===== config.mk =====
export PLATFORM = sky130hd
export DESIGN_NAME = spram_rr_arbiter
export DESIGN_NICKNAME = d
export VERILOG_FILES = /design/src/rtl/spram_rr_arbiter_pkg.sv /design/src/rtl/spram_rr_arbiter_rr_priority_select.sv /design/src/rtl/spram_rr_arbiter.sv
export SDC_FILE = /design/constraint.sdc
export NUM_CORES = 1
export LEC_CHECK = 0
export BUFFER_PORTS_ARGS = -buffer_cell sky130_fd_sc_hd__buf_2
export CORE_ASPECT_RATIO = 0.6
export CORE_MARGIN = 10
export CORE_UTILIZATION = 45
export CTS_BUF_LIST = sky130_fd_sc_hd__clkbuf_8
export DETAILED_ROUTE_END_ITERATION = 6
export GPL_ROUTABILITY_DRIVEN = 0
export GPL_TIMING_DRIVEN = 0
export PLACE_DENSITY = 0.83
export SLEW_MARGIN = 25
export SYNTH_ARGS = -nofsm -noshare
export SYNTH_HDL_FRONTEND = slang
export SYNTH_SLANG_ARGS = --single-unit

===== constraint.sdc =====
create_clock -name clk -period 3.6 [get_ports clk]
set_clock_uncertainty 0.1 [all_clocks]
set_input_delay 0.36 -clock clk [delete_from_list [all_inputs] [get_ports clk]]
set_output_delay 0.36 -clock clk [all_outputs]
set_load 0.02 [all_outputs]

===== src/rtl/spram_rr_arbiter_pkg.sv =====
// rtl/spram_rr_arbiter_pkg.sv - shared constants, return-tag record and round-robin search helper
package spram_rr_arbiter_pkg;

  localparam int NUM_REQ_DEF      = 4;
  localparam int ADDR_WIDTH_DEF   = 10;
  localparam int DATA_WIDTH_DEF   = 32;
  localparam int READ_LATENCY_DEF = 1;
  localparam int PIPE_DEPTH       = 1 + READ_LATENCY_DEF;
  localparam int MAX_REQ          = 8;
  localparam int IDX_W            = 3;

  // One slot of the read-return pipeline; idx is one-hot, sized for the largest requester count.
  typedef struct packed {
    logic               valid;
    logic [MAX_REQ-1:0] idx;
  } rd_tag_t;

  typedef struct packed {
    logic             found;
    logic [IDX_W-1:0] index;
  } rr_result_t;

  // Scans from ptr upward modulo n; iterating downward lets the closest hit overwrite farther ones.
  function automatic rr_result_t rr_index(input logic [IDX_W-1:0] ptr,
                                          input logic [MAX_REQ-1:0] req,
                                          input int n);
    rr_result_t r;
    int         idx;
    r = '0;
    for (int k = MAX_REQ - 1; k >= 0; k--) begin
      if (k < n) begin
        idx = (int'(ptr) + k) % n;
        if (req[idx[IDX_W-1:0]]) begin
          r.found = 1'b1;
          r.index = idx[IDX_W-1:0];
        end
      end
    end
    return r;
  endfunction

endpackage


===== src/rtl/spram_rr_arbiter_rr_priority_select.sv =====
// rtl/spram_rr_arbiter_rr_priority_select.sv - combinational rotating-priority grant selection
module rr_priority_select
  import spram_rr_arbiter_pkg::*;
#(
  parameter int NUM_REQ = NUM_REQ_DEF,
  parameter int PTR_W   = $clog2(NUM_REQ)
) (
  input  logic [NUM_REQ-1:0] req,
  input  logic [PTR_W-1:0]   ptr,
  output logic [NUM_REQ-1:0] gnt,
  output logic [PTR_W-1:0]   winner,
  output logic               any_gnt
);

  logic [MAX_REQ-1:0] req_ext;
  rr_result_t         res;

  always_comb begin
    req_ext                = '0;
    req_ext[NUM_REQ-1:0]   = req;
    res                    = rr_index(IDX_W'(ptr), req_ext, NUM_REQ);
    gnt                    = '0;
    winner                 = res.index[PTR_W-1:0];
    any_gnt                = res.found;
    if (res.found) begin
      gnt[res.index[PTR_W-1:0]] = 1'b1;
    end
  end

endmodule


===== src/rtl/spram_rr_arbiter.sv =====
// rtl/spram_rr_arbiter.sv - round-robin sharing of one single-port SPRAM with tagged read return
module spram_rr_arbiter
  import spram_rr_arbiter_pkg::*;
#(
  parameter int NUM_REQ      = NUM_REQ_DEF,
  parameter int ADDR_WIDTH   = ADDR_WIDTH_DEF,
  parameter int DATA_WIDTH   = DATA_WIDTH_DEF,
  parameter int READ_LATENCY = READ_LATENCY_DEF
) (
  input  logic                          clk,
  input  logic                          reset,
  input  logic [NUM_REQ-1:0]            req,
  input  logic [NUM_REQ-1:0]            req_wren,
  input  logic [NUM_REQ*ADDR_WIDTH-1:0] req_addr,
  input  logic [NUM_REQ*DATA_WIDTH-1:0] req_data,
  output logic [NUM_REQ-1:0]            gnt,
  output logic [NUM_REQ-1:0]            rd_valid,
  output logic [DATA_WIDTH-1:0]         rd_data,
  output logic [ADDR_WIDTH-1:0]         mem_address,
  output logic                          mem_wren,
  output logic [DATA_WIDTH-1:0]         mem_data,
  input  logic [DATA_WIDTH-1:0]         mem_out
);

  localparam int PTR_W  = $clog2(NUM_REQ);
  localparam int PIPE_D = 1 + READ_LATENCY;

  logic [PTR_W-1:0]      ptr;
  logic [PTR_W-1:0]      winner;
  logic                  any_gnt;
  logic [NUM_REQ-1:0]    sel_gnt;
  logic [ADDR_WIDTH-1:0] win_addr;
  logic [DATA_WIDTH-1:0] win_data;
  logic                  win_wren;
  logic [DATA_WIDTH-1:0] rd_data_q;
  rd_tag_t               tag_in;
  rd_tag_t               tag_pipe [PIPE_D];

  rr_priority_select #(
    .NUM_REQ (NUM_REQ),
    .PTR_W   (PTR_W)
  ) u_sel (
    .req     (req),
    .ptr     (ptr),
    .gnt     (sel_gnt),
    .winner  (winner),
    .any_gnt (any_gnt)
  );

  // Grant is forced low while reset is held so no requester believes its command was taken.
  assign gnt = reset ? sel_gnt : '0;

  always_comb begin
    win_addr      = req_addr[int'(winner)*ADDR_WIDTH +: ADDR_WIDTH];
    win_data      = req_data[int'(winner)*DATA_WIDTH +: DATA_WIDTH];
    win_wren      = req_wren[winner];
    tag_in        = '0;
    tag_in.valid  = any_gnt & ~win_wren;
    tag_in.idx    = MAX_REQ'(sel_gnt);
  end

  always_ff @(posedge clk or negedge reset) begin
    if (!reset) begin
      ptr         <= '0;
      mem_address <= '0;
      mem_data    <= '0;
      mem_wren    <= 1'b0;
    end else if (any_gnt) begin
      ptr         <= (winner == PTR_W'(NUM_REQ - 1)) ? '0 : winner + 1'b1;
      mem_address <= win_addr;
      mem_data    <= win_data;
      mem_wren    <= win_wren;
    end else begin
      mem_wren    <= 1'b0;
    end
  end

  // Tags advance one stage per cycle; the last stage lines up with mem_out for that read.
  always_ff @(posedge clk or negedge reset) begin
    if (!reset) begin
      for (int i = 0; i < PIPE_D; i++) begin
        tag_pipe[i] <= '0;
      end
      rd_data_q <= '0;
    end else begin
      tag_pipe[0] <= tag_in;
      for (int i = 1; i < PIPE_D; i++) begin
        tag_pipe[i] <= tag_pipe[i-1];
      end
      rd_data_q <= rd_data;
    end
  end

  assign rd_valid = tag_pipe[PIPE_D-1].valid ? tag_pipe[PIPE_D-1].idx[NUM_REQ-1:0] : '0;

  always_comb begin
    rd_data = rd_data_q;
    if (|rd_valid) begin
      rd_data = mem_out;
    end
  end

endmodule


# == After elaboration in Yosys (flattened, before gate mapping) ==
# Index checks and enable logic that the tools add are counted.
# totals
ff_bits,87
wordCells,55
input_bits,210
# op_classes
muxes,22
add_sub_neg,4
order_cmp,6
n_shift,2
multipliers,1
bitwise_logic,5
reduce_logical,5
eq_ne,1
# ops
op,n
$shiftx 128x8->32,1
$shiftx 40x7->10,1
$mux 32,1
$mux 4,7
$lt 3x4->1 const B,3
$bmux 1 s3,3
$mux 1,7
$reduce_or 2->1,3
$mul 2x3->5 const B,1
$add 2x1->2 const B,2
$add 2x2->2 const B,2
$bmux 1 s2,2
$lt 2x4->1 const B,1
$reduce_or 4->1,1
$and 1x1->1 const A,3
$lt 2x3->1 const B,1
$demux 1 s2,1
$eq 2x2->1 const B,1
$ge 2x1->1 const B,1
$mux 2,1
$and 1x1->1,1
$logic_and 1x1->1,1
$not 1->1,1

# == Logic depth before layout (Yosys ltp) ==
# Gate-level depths: netlist of run 1.
# depth
ltp_word,15
ltp_mapped,8
ltp_nobuf,6

# == Cells and area by module ==
# From an unflattened synthesis of run 1, not the netlist that was laid out.
# unflattened
hier_cells,362
hier_area_um2,4495.6
# modules_own_cells
mod,cells_each,area_each_um2,seq_area_each_um2,instances
spram_rr_arbiter,332,4320.4,2177.1,1
rr_priority_select,30,175.2,0.0,1

# == Worst setup path after synthesis of run 1 ==
# No wires, ideal clock.
# synth_timing
path_type,reg-to-output
from,register ptr[1]
to,output gnt[2]
arrival_ns,1.952
slack_ns,1.188
stages_incl_launch_ff,8
required_time_ns,3.140
cell_sequence,dfrtp_1 buf_4 mux2_4 o221ai_4 buf_6 buf_6 nand3_1 nor3_1
# synth_between
elab_chain_cells,15
word_cells_on_any_way,28
classes_between,add/sub: 3; order compare: 2; mux: 16; bitwise: 3; reduce/logical: 4
# synth_rtl
item,line,text
from (decl),spram_rr_arbiter.sv:28,logic [PTR_W-1:0] ptr;
from (signal assigned),spram_rr_arbiter.sv:69,ptr <= (winner == PTR_W'(NUM_REQ - 1)) ? '0 : winner + 1'b1;
$add 2x2->2,spram_rr_arbiter_pkg.sv:32,idx = (int'(ptr) + k) % n;
$reduce_or 2->1 (no line),-,
$and 1x1->1 (no line),-,
$bmux 1 s3,spram_rr_arbiter_pkg.sv:33,if (req[idx[IDX_W-1:0]]) begin
$mux 1 (not written as such),spram_rr_arbiter_pkg.sv:33,
$mux 4 (3 in series),spram_rr_arbiter_pkg.sv:33,
$mux 4 *,spram_rr_arbiter_pkg.sv:33,
$lt 2x3->1 (not written as such) or $ge 2x1->1 (tied branches),spram_rr_arbiter_rr_priority_select.sv:26,gnt[res.index[PTR_W-1:0]] = 1'b1;
$logic_and 1x1->1 (not written as such),spram_rr_arbiter_rr_priority_select.sv:26,
$mux 1 (not written as such),spram_rr_arbiter_rr_priority_select.sv:26,
$demux 1 s2,-,
$mux 4 *,spram_rr_arbiter_rr_priority_select.sv:25,if (res.found) begin
$mux 4 *,spram_rr_arbiter.sv:51,assign gnt = reset ? sel_gnt : '0;
to (decl),spram_rr_arbiter.sv:16,"output logic [NUM_REQ-1:0] gnt,"
# Mark *: on every way between the ends. The rest lies on a longest branch, timed or not. The select of a mux whose other input is x is not followed.

# == Final worst setup path of run 1 ==
# layout_timing
from,register ptr[1]
to,output gnt[3]
# Same word-level chain as after synthesis.

==> results of run 1 <==
-- synthesized netlist by cell type (all sizes together) --
library cell,count
a21boi,1
a21oi,1
a311oi,42
and2,6
and3,45
buf,24
clkbuf,11
dfrtp,87
ha,1
inv,3
mux2,33
nand2,173
nand2b,2
nand3,5
nor2,46
nor2b,3
nor3,2
nor4,3
o211a,1
o211ai,2
o21ai,3
o21ba,1
o21bai,1
o221ai,1
o22a,1
o22ai,1
or3b,1
-- cell type report --
class / instances / area (sq um) / area share [%]
Antenna cell: 1 / 2.50 / 0.0377
Multi-Input combinational cell: 375 / 2390 / 35.9
Tap cell: 139 / 174 / 2.62
Inverter: 3 / 11.3 / 0.169
Timing Repair Buffer: 293 / 1500 / 22.6
Sequential cell: 87 / 2180 / 32.8
Clock inverter: 7 / 47.5 / 0.715
Buffer: 35 / 220 / 3.31
Clock buffer: 9 / 124 / 1.86
-- worst register-to-register path: cells and delay by family, from the launching register on --
family / cells / cell delay [ns]
simple gates: 4 / 0.60
buf+inv: 2 / 0.51
compound gates: 1 / 0.33
flops: 1 / 0.37
fa+ha+maj: 1 / 0.29
-- worst max path at each step --
stage | from | depth (start not counted) | endpoint
6_report | ptr[1] | 8 | gnt[3]
5_1_grt | ptr[1] | 8 | gnt[3]
3_3_place_gp | reset | 4 | gnt[2]
2_1_floorplan | ptr[1] | 7 | gnt[2]
3_5_place_dp | req[0] | 8 | gnt[3]
4_1_cts | ptr[1] | 8 | gnt[3]
-- stage by stage --
stage / hold WS, ns / utilization (%) / power, mW / setup WS, ns / std cells
after floorplan: -0.0356 / - / 4.05 / 1.19 / 500
after global placement: 0.233 / 61.3 / 5.15 / 0.582 / 930
after detailed placement: 0.131 / 61.6 / 5.25 / 0.905 / 931
after CTS: 0.125 / 63.3 / 5.88 / 0.532 / 948
after global routing: 0.127 / 63.3 / 6.21 / 0.408 / 948
final: 0.148 / 63.4 / 5.82 / 0.563 / 949
-- per-layer routing --
metal | vias to the layer above | part of all wire, % | track usage, %
met5 | - | 0 | 0
met4 | 0 | 1.1 | 4.23
met3 | 15 | 9.9 | 8.67
met2 | 223 | 48 | 35.9
met1 | 2235 | 41 | 27.8
li1 | 2324 | - | -
-- registers in the layout (all words and copies together), names as in the netlist --
register     cells
mem_data        32
ptr              2
mem_wren         1
mem_address     10
rd_data_q       32
tag_pipe        10
-- power by group through the flow --
stage               clock network, mW  registers, mW  logic [mW]
floorplan                           0           1.96        2.08
global placement                    0           1.66        3.49
detailed placement                  0           1.69        3.56
CTS                             0.633           1.68        3.57
global route                    0.670           1.74        3.80
finish                          0.616           1.68        3.52
-- repair_timing --
item | 4_1_cts | 5_1_grt
endpoints found under the hold margin | 21 | 0
hold buffers | 1 | 0
buffers inserted | 0 | 0
-- cells by family after synthesis --
family          share of synthesized area (%)
fa+ha+maj                               0.261
flops                                    45.4
buf+inv                                  4.83
compound gates                           15.5
simple gates                             26.2
mux                                      7.82
==> flow_metrics.env, run 1 <==
export IMPL_fillers=954
export IMPL_hp_class="in2reg"
export IMPL_synth_top_area_cell="dfrtp_1"
export IMPL_clkTransAtPathRegs_ns=0.09
export IMPL_overflow=0
export IMPL_synth_top_cell_area_share_pct=45.4
export IMPL_reg2reg_to="ptr[1]"
export IMPL_p_leak_nw=3.46
export IMPL_cts_tree="built"
export IMPL_hold_end="rd_data_q[5]"
export IMPL_fin_area_sq_mm=0.00665
export IMPL_crit_top_cell="buf_2"
export IMPL_ff2ff_path_depth=8
export IMPL_pwr_share_comb_pct=60.5
export IMPL_arrival_ns=2.58
export IMPL_cts_sinks=87
export IMPL_placementRows=29
export IMPL_switching_share_pct=46.8
export IMPL_totalWireLength_microns=17800
export IMPL_die_area_sq_mm=0.0153
export IMPL_syn_instance_count=500
export IMPL_hpwl_microns=14500
export IMPL_start_kind="flip-flop"
export IMPL_nNetsFinal=1015
export IMPL_power_density_mw_per_mm2=876
export IMPL_maxCapViolCount=0
export IMPL_vias_per_cell=5.05
export IMPL_ys_warnings_count=0
export IMPL_hold_depth=2
export IMPL_required_ns=3.14
export IMPL_port_buffers=291
export IMPL_p_clk_share_pct=10.6
export IMPL_synth_area_top_cells="dfrtp_1, nand2_1, a311oi_2, mux2_2, and3_1"
export IMPL_ir_drop_v=0.000660
export IMPL_rsz0062_at_grt="false"
export IMPL_grt_max_degree=69
export IMPL_power_internal_mw=3.10
export IMPL_synth_area_sq_mm=0.00480
export IMPL_syn_area_per_cell_sq_um=9.59
export IMPL_cts_max_level=3
export IMPL_worst_path_buf_inv=3
export IMPL_pin_count=293
export IMPL_die_h_microns=100
export IMPL_area_growth_pct=38.5
export IMPL_p_sw_mw=2.72
export IMPL_worstHoldStart="mem_out[5]"
export IMPL_wl_per_cell_microns=18.7
export IMPL_start_util_pct=45.7
export IMPL_crit_family="buffers and inverters"
export IMPL_status="finished clean"
export IMPL_finalCriticalPeriod_ns=3.04
export IMPL_worst_setup_path_type="reg2out"
export IMPL_grt_pass1_wl_microns=27700
export IMPL_coreArea_sq_mm=0.0105
export IMPL_drc=0
export IMPL_reg2reg_slack_ns=1.31
export IMPL_critPathMaxFanout=10
export IMPL_mostFrequentLayoutCells="buf_2, nand2_1, dfrtp_1, nor2_1, and3_1"
export IMPL_setup_viol=0
export IMPL_place_area_sq_mm=0.00646
export IMPL_fmax_mhz=329
export IMPL_slowest_delay_ns=0.37
export IMPL_clock_latency_ns=0.35
export IMPL_ant_nets=0
export IMPL_ys_seq_elements=87
export IMPL_initialDrtViolationCount=219
export IMPL_finalCritPeriodShare_pct=84.4
export IMPL_worstMarginPinSlew_ns=0.797
export IMPL_grt_pass1_vias=4906
export IMPL_setup_tns_ns=0
export IMPL_seq_power_share_pct=28.9
export IMPL_post_cts_resized=0
export IMPL_r2r_start="ptr[1]"
export IMPL_max_slew_margin_pct=46.4
export IMPL_hold_viol_final=0
export IMPL_num_vias=4797
export IMPL_first_pass_iters=7
export IMPL_final_layout_size_suffix_gt1_share_pct=50.9
export IMPL_ys_types=34
export IMPL_root_buffer="clkbuf_8"
export IMPL_yosysSeqAreaShare_pct=45.4
export IMPL_finalMaxSlewViolations=0
export IMPL_slowest_stage="dfrtp_1"
export IMPL_cts_buffer_depth=2
export IMPL_dieWidth_microns=153
export IMPL_final_common_cell="buf_2"
export IMPL_antenna_found_initial=1
export IMPL_end_kind="primary output"
export IMPL_syn_num_nets=711
export IMPL_cts_buffers=9
export IMPL_grtUsageTotal_pct=22.2
export IMPL_path_cells="buf_4, and2_1, o211a_1, nor2_4, buf_2, ha_1, and3_1, buf_2"
Note: power is estimated with default switching activity, not from simulation.
==> inputs of run 2 (changes only) <==
==> constraint.sdc (replaced) <==
create_clock -name clk -period 3.1 [get_ports clk]
set_clock_uncertainty 0.1 [all_clocks]
set_input_delay 0.31 -clock clk [delete_from_list [all_inputs] [get_ports clk]]
set_output_delay 0.31 -clock clk [all_outputs]
set_load 0.02 [all_outputs]
==> run 2 against run 1 <==
  * Critical path depth stayed put
  * Non-clock buffer count unchanged
  * Core utilization hardly changed
  * Largest cell class unchanged
  * Critical endpoint unchanged
  * Combinational power is 16% higher
==> flow_metrics.env, run 2 (same netlist as run 1, synthesis figures left out) <==
export IMPL_hold_depth=2
export IMPL_nNetsFinal=1015
export IMPL_drc=0
export IMPL_arrival_ns=2.52
export IMPL_final_layout_size_suffix_gt1_share_pct=50.9
export IMPL_r2r_start="ptr[1]"
export IMPL_die_area_sq_mm=0.0153
export IMPL_status="finished clean"
export IMPL_reg2reg_slack_ns=0.83
export IMPL_root_buffer="clkbuf_8"
export IMPL_worst_setup_path_type="reg2out"
export IMPL_final_common_cell="buf_2"
export IMPL_overflow=0
export IMPL_clkTransAtPathRegs_ns=0.09
export IMPL_placementRows=29
export IMPL_ff2ff_path_depth=7
export IMPL_cts_buffer_depth=2
export IMPL_initialDrtViolationCount=240
export IMPL_totalWireLength_microns=17800
export IMPL_dieWidth_microns=153
export IMPL_worstHoldStart="mem_out[5]"
export IMPL_wl_per_cell_microns=18.7
export IMPL_pin_count=293
export IMPL_place_area_sq_mm=0.00646
export IMPL_setup_viol=0
export IMPL_coreArea_sq_mm=0.0105
export IMPL_hpwl_microns=14500
export IMPL_finalMaxSlewViolations=0
export IMPL_finalPower_mw=6.76
export IMPL_hp_class="in2reg"
export IMPL_reg2reg_to="mem_address[3]"
export IMPL_grtUsageTotal_pct=22.2
export IMPL_multi_input_area_sq_mm=0.00239
export IMPL_fillers=954
export IMPL_grt_pass1_wl_microns=27700
export IMPL_clock_latency_ns=0.35
export IMPL_maxCapViolCount=0
export IMPL_fin_area_sq_mm=0.00665
export IMPL_hold_end="rd_data_q[5]"
export IMPL_cts_buffers=9
export IMPL_cts_sinks=87
export IMPL_p_leak_nw=3.46
export IMPL_grt_max_degree=69
export IMPL_port_buffers=291
export IMPL_power_density_mw_per_mm2=1020
export IMPL_ir_drop_v=0.000766
export IMPL_required_ns=2.69
export IMPL_num_vias=4816
export IMPL_first_pass_iters=5
export IMPL_critPathMaxFanout=10
export IMPL_grt_pass1_vias=4906
export IMPL_cts_max_level=3
export IMPL_rsz0062_at_grt="false"
export IMPL_area_growth_pct=38.6
export IMPL_hold_viol_final=0
export IMPL_antenna_found_initial=1
export IMPL_end_kind="primary output"
export IMPL_finalCriticalPeriod_ns=2.93
export IMPL_ant_nets=0
export IMPL_cts_tree="built"
export IMPL_start_util_pct=45.7
export IMPL_vias_per_cell=5.07
export IMPL_start_kind="flip-flop"
export IMPL_seqCellArea_sq_mm=0.00218
export IMPL_finalCritPeriodShare_pct=94.5
export IMPL_worstMarginPinSlew_ns=0.798
export IMPL_max_slew_margin_pct=46.3
export IMPL_fmax_mhz=341
export IMPL_reg_top3="mem_data x32, rd_data_q x32"
export IMPL_die_h_microns=100
export IMPL_mostFrequentLayoutCells="buf_2, nand2_1, dfrtp_1, nor2_1, and3_1"
export IMPL_setup_tns_ns=0
## run 2: cell count changes in the layout (fill, tap and decap cells not counted), sizes merged
cell    before  now
buf        316  315
clkbuf      20   21
## run 2: worst max path at each step
| stage | depth (start not counted) | startpoint | slack [ns] | end |
|---|---|---|---|---|
| after floorplan | 7 | ptr[1] | 0.74 | gnt[2] |
| after global placement | 4 | reset | 0.18 | gnt[2] |
| after detailed placement | 8 | ptr[1] | 0.49 | gnt[3] |
| after CTS | 8 | ptr[1] | 0.08 | gnt[3] |
| after global routing | 8 | ptr[1] | 0.02 | gnt[3] |
| final | 8 | ptr[1] | 0.17 | gnt[3] |
## run 2: through the flow
| stage | hold slack (ns) | std cells | setup slack (ns) | utilization, % |
|---|---|---|---|---|
| floorplan | -0.0856 | 500 | 0.738 | - |
| global placement | 0.233 | 930 | 0.182 | 61.3 |
| detailed placement | 0.0812 | 931 | 0.489 | 61.6 |
| CTS | 0.0754 | 948 | 0.0821 | 63.3 |
| global route | 0.0767 | 948 | 0.0195 | 63.4 |
| finish | 0.0980 | 949 | 0.172 | 63.4 |
## run 2: timing repair
action	4_1_cts	5_1_grt
endpoints found under the hold margin	21	0
setup buffers	0	0
hold buffers	1	0
gates resized for setup	0	1
setup endpoints to repair	0	1
## run 2: worst max-delay path, stage by stage, from the launching register on
cell      delay (ns)
dfrtp_1         0.37
buf_4           0.16
and2_1          0.16
o211a_1         0.33
nor2_4          0.33
clkbuf_4        0.32
ha_1            0.18
and3_1          0.15
buf_2           0.17
## run 2: final cells by class
type / instances / area share, %
multi-input cells: 375 / 35.9
flip-flops and latches: 87 / 32.7
repair buffers: 293 / 22.6
plain buffers: 35 / 3.35
well taps: 139 / 2.62
clock buffers: 9 / 1.86
clock inverters: 7 / 0.715
inverters: 3 / 0.169
diodes: 1 / 0.0376
## run 2: metal layers
layer | global-route usage [%] | part of all wire (%) | vias up
met1 | 27.8 | 41 | 2255
li1 | - | - | 2326
met3 | 8.67 | 9.6 | 15
met4 | 4.23 | 1.1 | 0
met5 | 0 | 0 | -
met2 | 35.9 | 48 | 220
## run 2: power by group
part           switching, mW  leakage (nW)  internal, mW
sequential             0.245          1.02          1.71
clock                  0.421        0.0858         0.293
combinational           2.50          2.36          1.60
total                   3.16          3.46          3.60
==> inputs of run 3 (changes only) <==
--- a/config.mk
+++ b/config.mk
@@ -5,6 +5,8 @@
 export SDC_FILE = /design/constraint.sdc
 export NUM_CORES = 1
 export LEC_CHECK = 0
+export ABC_AREA = 1
+export ABC_CLOCK_PERIOD_IN_PS = 3100
 export BUFFER_PORTS_ARGS = -buffer_cell sky130_fd_sc_hd__buf_2
 export CORE_ASPECT_RATIO = 0.6
 export CORE_MARGIN = 10
@@ -13,7 +15,7 @@
 export DETAILED_ROUTE_END_ITERATION = 6
 export GPL_ROUTABILITY_DRIVEN = 0
 export GPL_TIMING_DRIVEN = 0
-export PLACE_DENSITY = 0.83
+export PLACE_DENSITY = 0.8
 export SLEW_MARGIN = 25
 export SYNTH_ARGS = -nofsm -noshare
 export SYNTH_HDL_FRONTEND = slang
==> run 3 against run 2 <==
  * Total power increased by 51%
  * Non-clock buffer count increased by 18
  * Worst setup slack improved by 0.086 ns
  * Area after synthesis increased by 17%
  * Sequential share of layout area decreased by 3.9 points
  * Critical endpoint unchanged
  * Via count increased by 29%
  * Clock power increased by 21%
  * Sequential cell count unchanged
  * Count of clock-buffer cells in the layout unchanged
==> flow_metrics.env, run 3 <==
export IMPL_status="finished clean"
export IMPL_slowest_delay_ns=0.40
export IMPL_power_density_mw_per_mm2=1350
export IMPL_syn_area_per_cell_sq_um=6.69
export IMPL_hp_class="in2reg"
export IMPL_ys_async_sr_fraction_pct=100
export IMPL_coreArea_sq_mm=0.0121
export IMPL_max_slew_margin_pct=58.1
export IMPL_antenna_found_initial=0
export IMPL_setup_slack_ns=0.258
export IMPL_root_buffer="clkbuf_8"
export IMPL_path_cells="buf_6, xnor2_1, nand2_1, nand3_2, nand3_2, nand2_4, buf_4, ha_1, inv_1, nor3_2, buf_4"
export IMPL_placementRows=31
export IMPL_nNetsFinal=1355
export IMPL_die_area_sq_mm=0.0174
export IMPL_finalMaxSlewViolations=0
export IMPL_initialDrtViolationCount=445
export IMPL_yosysSeqAreaShare_pct=38.9
export IMPL_setup_viol=0
export IMPL_finalCriticalPeriod_ns=2.84
export IMPL_dieWidth_microns=164
export IMPL_dp_cells=1294
export IMPL_synth_area_sq_mm=0.00559
export IMPL_clock_latency_ns=0.37
export IMPL_drc=0
export IMPL_synth_top_area_cell="dfrtp_1"
export IMPL_n_antenna_cell=0
export IMPL_ir_drop_v=0.000600
export IMPL_syn_num_nets=1047
export IMPL_grt_pass1_wl_microns=32400
export IMPL_worst_setup_path_type="reg2out"
export IMPL_synth_area_top_cells="dfrtp_1, nand2_1, nand3_1, inv_1, mux2_2"
export IMPL_hpwl_microns=16800
export IMPL_cts_sinks=87
export IMPL_cts_buffers=9
export IMPL_synth_edf_count=0
export IMPL_final_layout_size_suffix_gt1_share_pct=33.9
export IMPL_port_buffers=292
export IMPL_fin_cells=1314
export IMPL_hold_viol_final=0
export IMPL_required_ns=2.69
export IMPL_cts_buffer_depth=2
export IMPL_vias_per_cell=4.74
export IMPL_grtUsageMet2_pct=36.4
export IMPL_finalCritPeriodShare_pct=91.7
export IMPL_fin_util_pct=62.4
export IMPL_ys_seq_elements=87
export IMPL_timing_hold_ws_ns=0.0784
export IMPL_fillers=1147
export IMPL_top_usage_layer="met2"
export IMPL_end_kind="primary output"
export IMPL_grt_use_met3_pct=8.74
export IMPL_cts_tree="built"
export IMPL_num_vias=6224
export IMPL_grt_pass1_vias=6072
export IMPL_ys_warnings_count=0
export IMPL_reg_top3="mem_data x32, rd_data_q x32"
export IMPL_wl_per_cell_microns=15.9
export IMPL_synth_top_cell_area_share_pct=38.9
export IMPL_clkTransAtPathRegs_ns=0.10
export IMPL_grt_max_degree=49
export IMPL_first_pass_iters=5
export IMPL_start_kind="flip-flop"
export IMPL_overflow=0
export IMPL_yosys_top_cells_count="nand2_1, inv_1, nand3_1"
export IMPL_rsz0062_at_grt="false"
export IMPL_arrival_ns=2.43
export IMPL_totalWireLength_microns=20900
export IMPL_pin_count=293
export IMPL_finalPower_mw=10.2
export IMPL_start_util_pct=46.2
export IMPL_fmax_mhz=352
export IMPL_critPathMaxFanout=10
export IMPL_ys_types=24
export IMPL_ant_nets=0
export IMPL_yosysMostFrequentCell="nand2_1"
export IMPL_worstMarginPinSlew_ns=0.628
export IMPL_maxCapViolCount=0
export IMPL_slowest_stage="dfrtp_1"
export IMPL_p_leak_nw=4.82
export IMPL_cts_max_level=3
export IMPL_pre_cts_slack_ns=0.487
export IMPL_syn_instance_count=836
export IMPL_area_growth_pct=35.0
export IMPL_final_common_cell="buf_2"
export IMPL_ys_flop_type="dfrtp_1"
export IMPL_die_h_microns=106
export IMPL_use_met1_pct=29.9
export IMPL_mostFrequentLayoutCells="buf_2, nand2_1, inv_1, nand3_1, dfrtp_1"
export IMPL_grtUsageTotal_pct=23.2
[run 3: changes by cell type in the layout (fill, tap and decap cells not counted), sizes merged, moves of 6 or more]
cell    delta
and2       -6
inv      +186
a311oi    -42
nor2      -39
nand3    +173
buf       +17
nand2    +107
and3      -45
[run 3: cell type report]
cell class              count  area (sq um)  area share (%)
plain buffers              49           264            3.50
clock buffers               9           124            1.64
inverters                 187           702            9.30
clock inverters             7          85.1            1.13
repair buffers            297          1530            20.3
flip-flops and latches     87          2180            28.9
multi-input cells         513          2460            32.6
well taps                 165           206            2.74
[run 3: metrics by stage]
step / TNS [ns] / instance area, sq um
floorplan: 0 / 5590
global placement: -0.00645 / 7260
detailed placement: 0 / 7290
CTS: 0 / 7510
global route: 0 / 7550
finish: 0 / 7550
[run 3: layer usage]
metal  vias to the layer above  wire (microns)
met2                       297            9440
li1                       3125               -
met4                         0             230
met5                         -               0
met3                        17            2500
met1                      2785            8720
[run 3: repair_timing]
| action | 4_1_cts | 5_1_grt |
|---|---|---|
| hold endpoints to repair | 39 | 0 |
| buffers inserted | 0 | 3 |
| endpoints found under the setup margin | 0 | 2 |
| gates resized for setup | 0 | 3 |
| hold buffers | 1 | 0 |
[run 3: power by group]
group / internal (mW) / total, mW / switching [mW]
combinational: 2.54 / 7.30 / 4.75
clock: 0.389 / 0.860 / 0.470
sequential: 1.78 / 2.03 / 0.253
total: 4.71 / 10.2 / 5.48
[run 3: critical path, delay by kind of cell, from the launching register on]
kind	cells	cell delay [ns]
buffers and inverters	4	0.58
AND/OR/NAND/NOR	5	0.73
XOR/XNOR	1	0.19
adder cells (fa/ha/maj)	1	0.15
flip-flops	1	0.40
[run 3: cell families (layout without fill, tap and decap cells)]
logic type / count (synthesis) / count (layout) / synth area share [%]
simple gates: 472 / 472 / 36.3
buf+inv: 236 / 549 / 17.3
flops: 87 / 87 / 38.9
mux: 32 / 32 / 6.45
compound gates: 7 / 7 / 0.694
fa+ha+maj: 1 / 1 / 0.224
xor+xnor: 1 / 1 / 0.157
[run 3: final timing paths]
path                                  to  cells after the start  slack, ns         start
setup / recovery                  gnt[3]                     11       0.26        ptr[0]
hold / removal             rd_data_q[17]                      2       0.08   mem_out[17]
setup reg to reg             mem_data[5]                     13       0.88        ptr[0]
hold reg to reg              tag_pipe[1]                      0       0.26  tag_pipe[10]
max in group asynchronous    mem_data[2]                      3       2.00         reset
min in group asynchronous   rd_data_q[9]                      2       0.32         reset
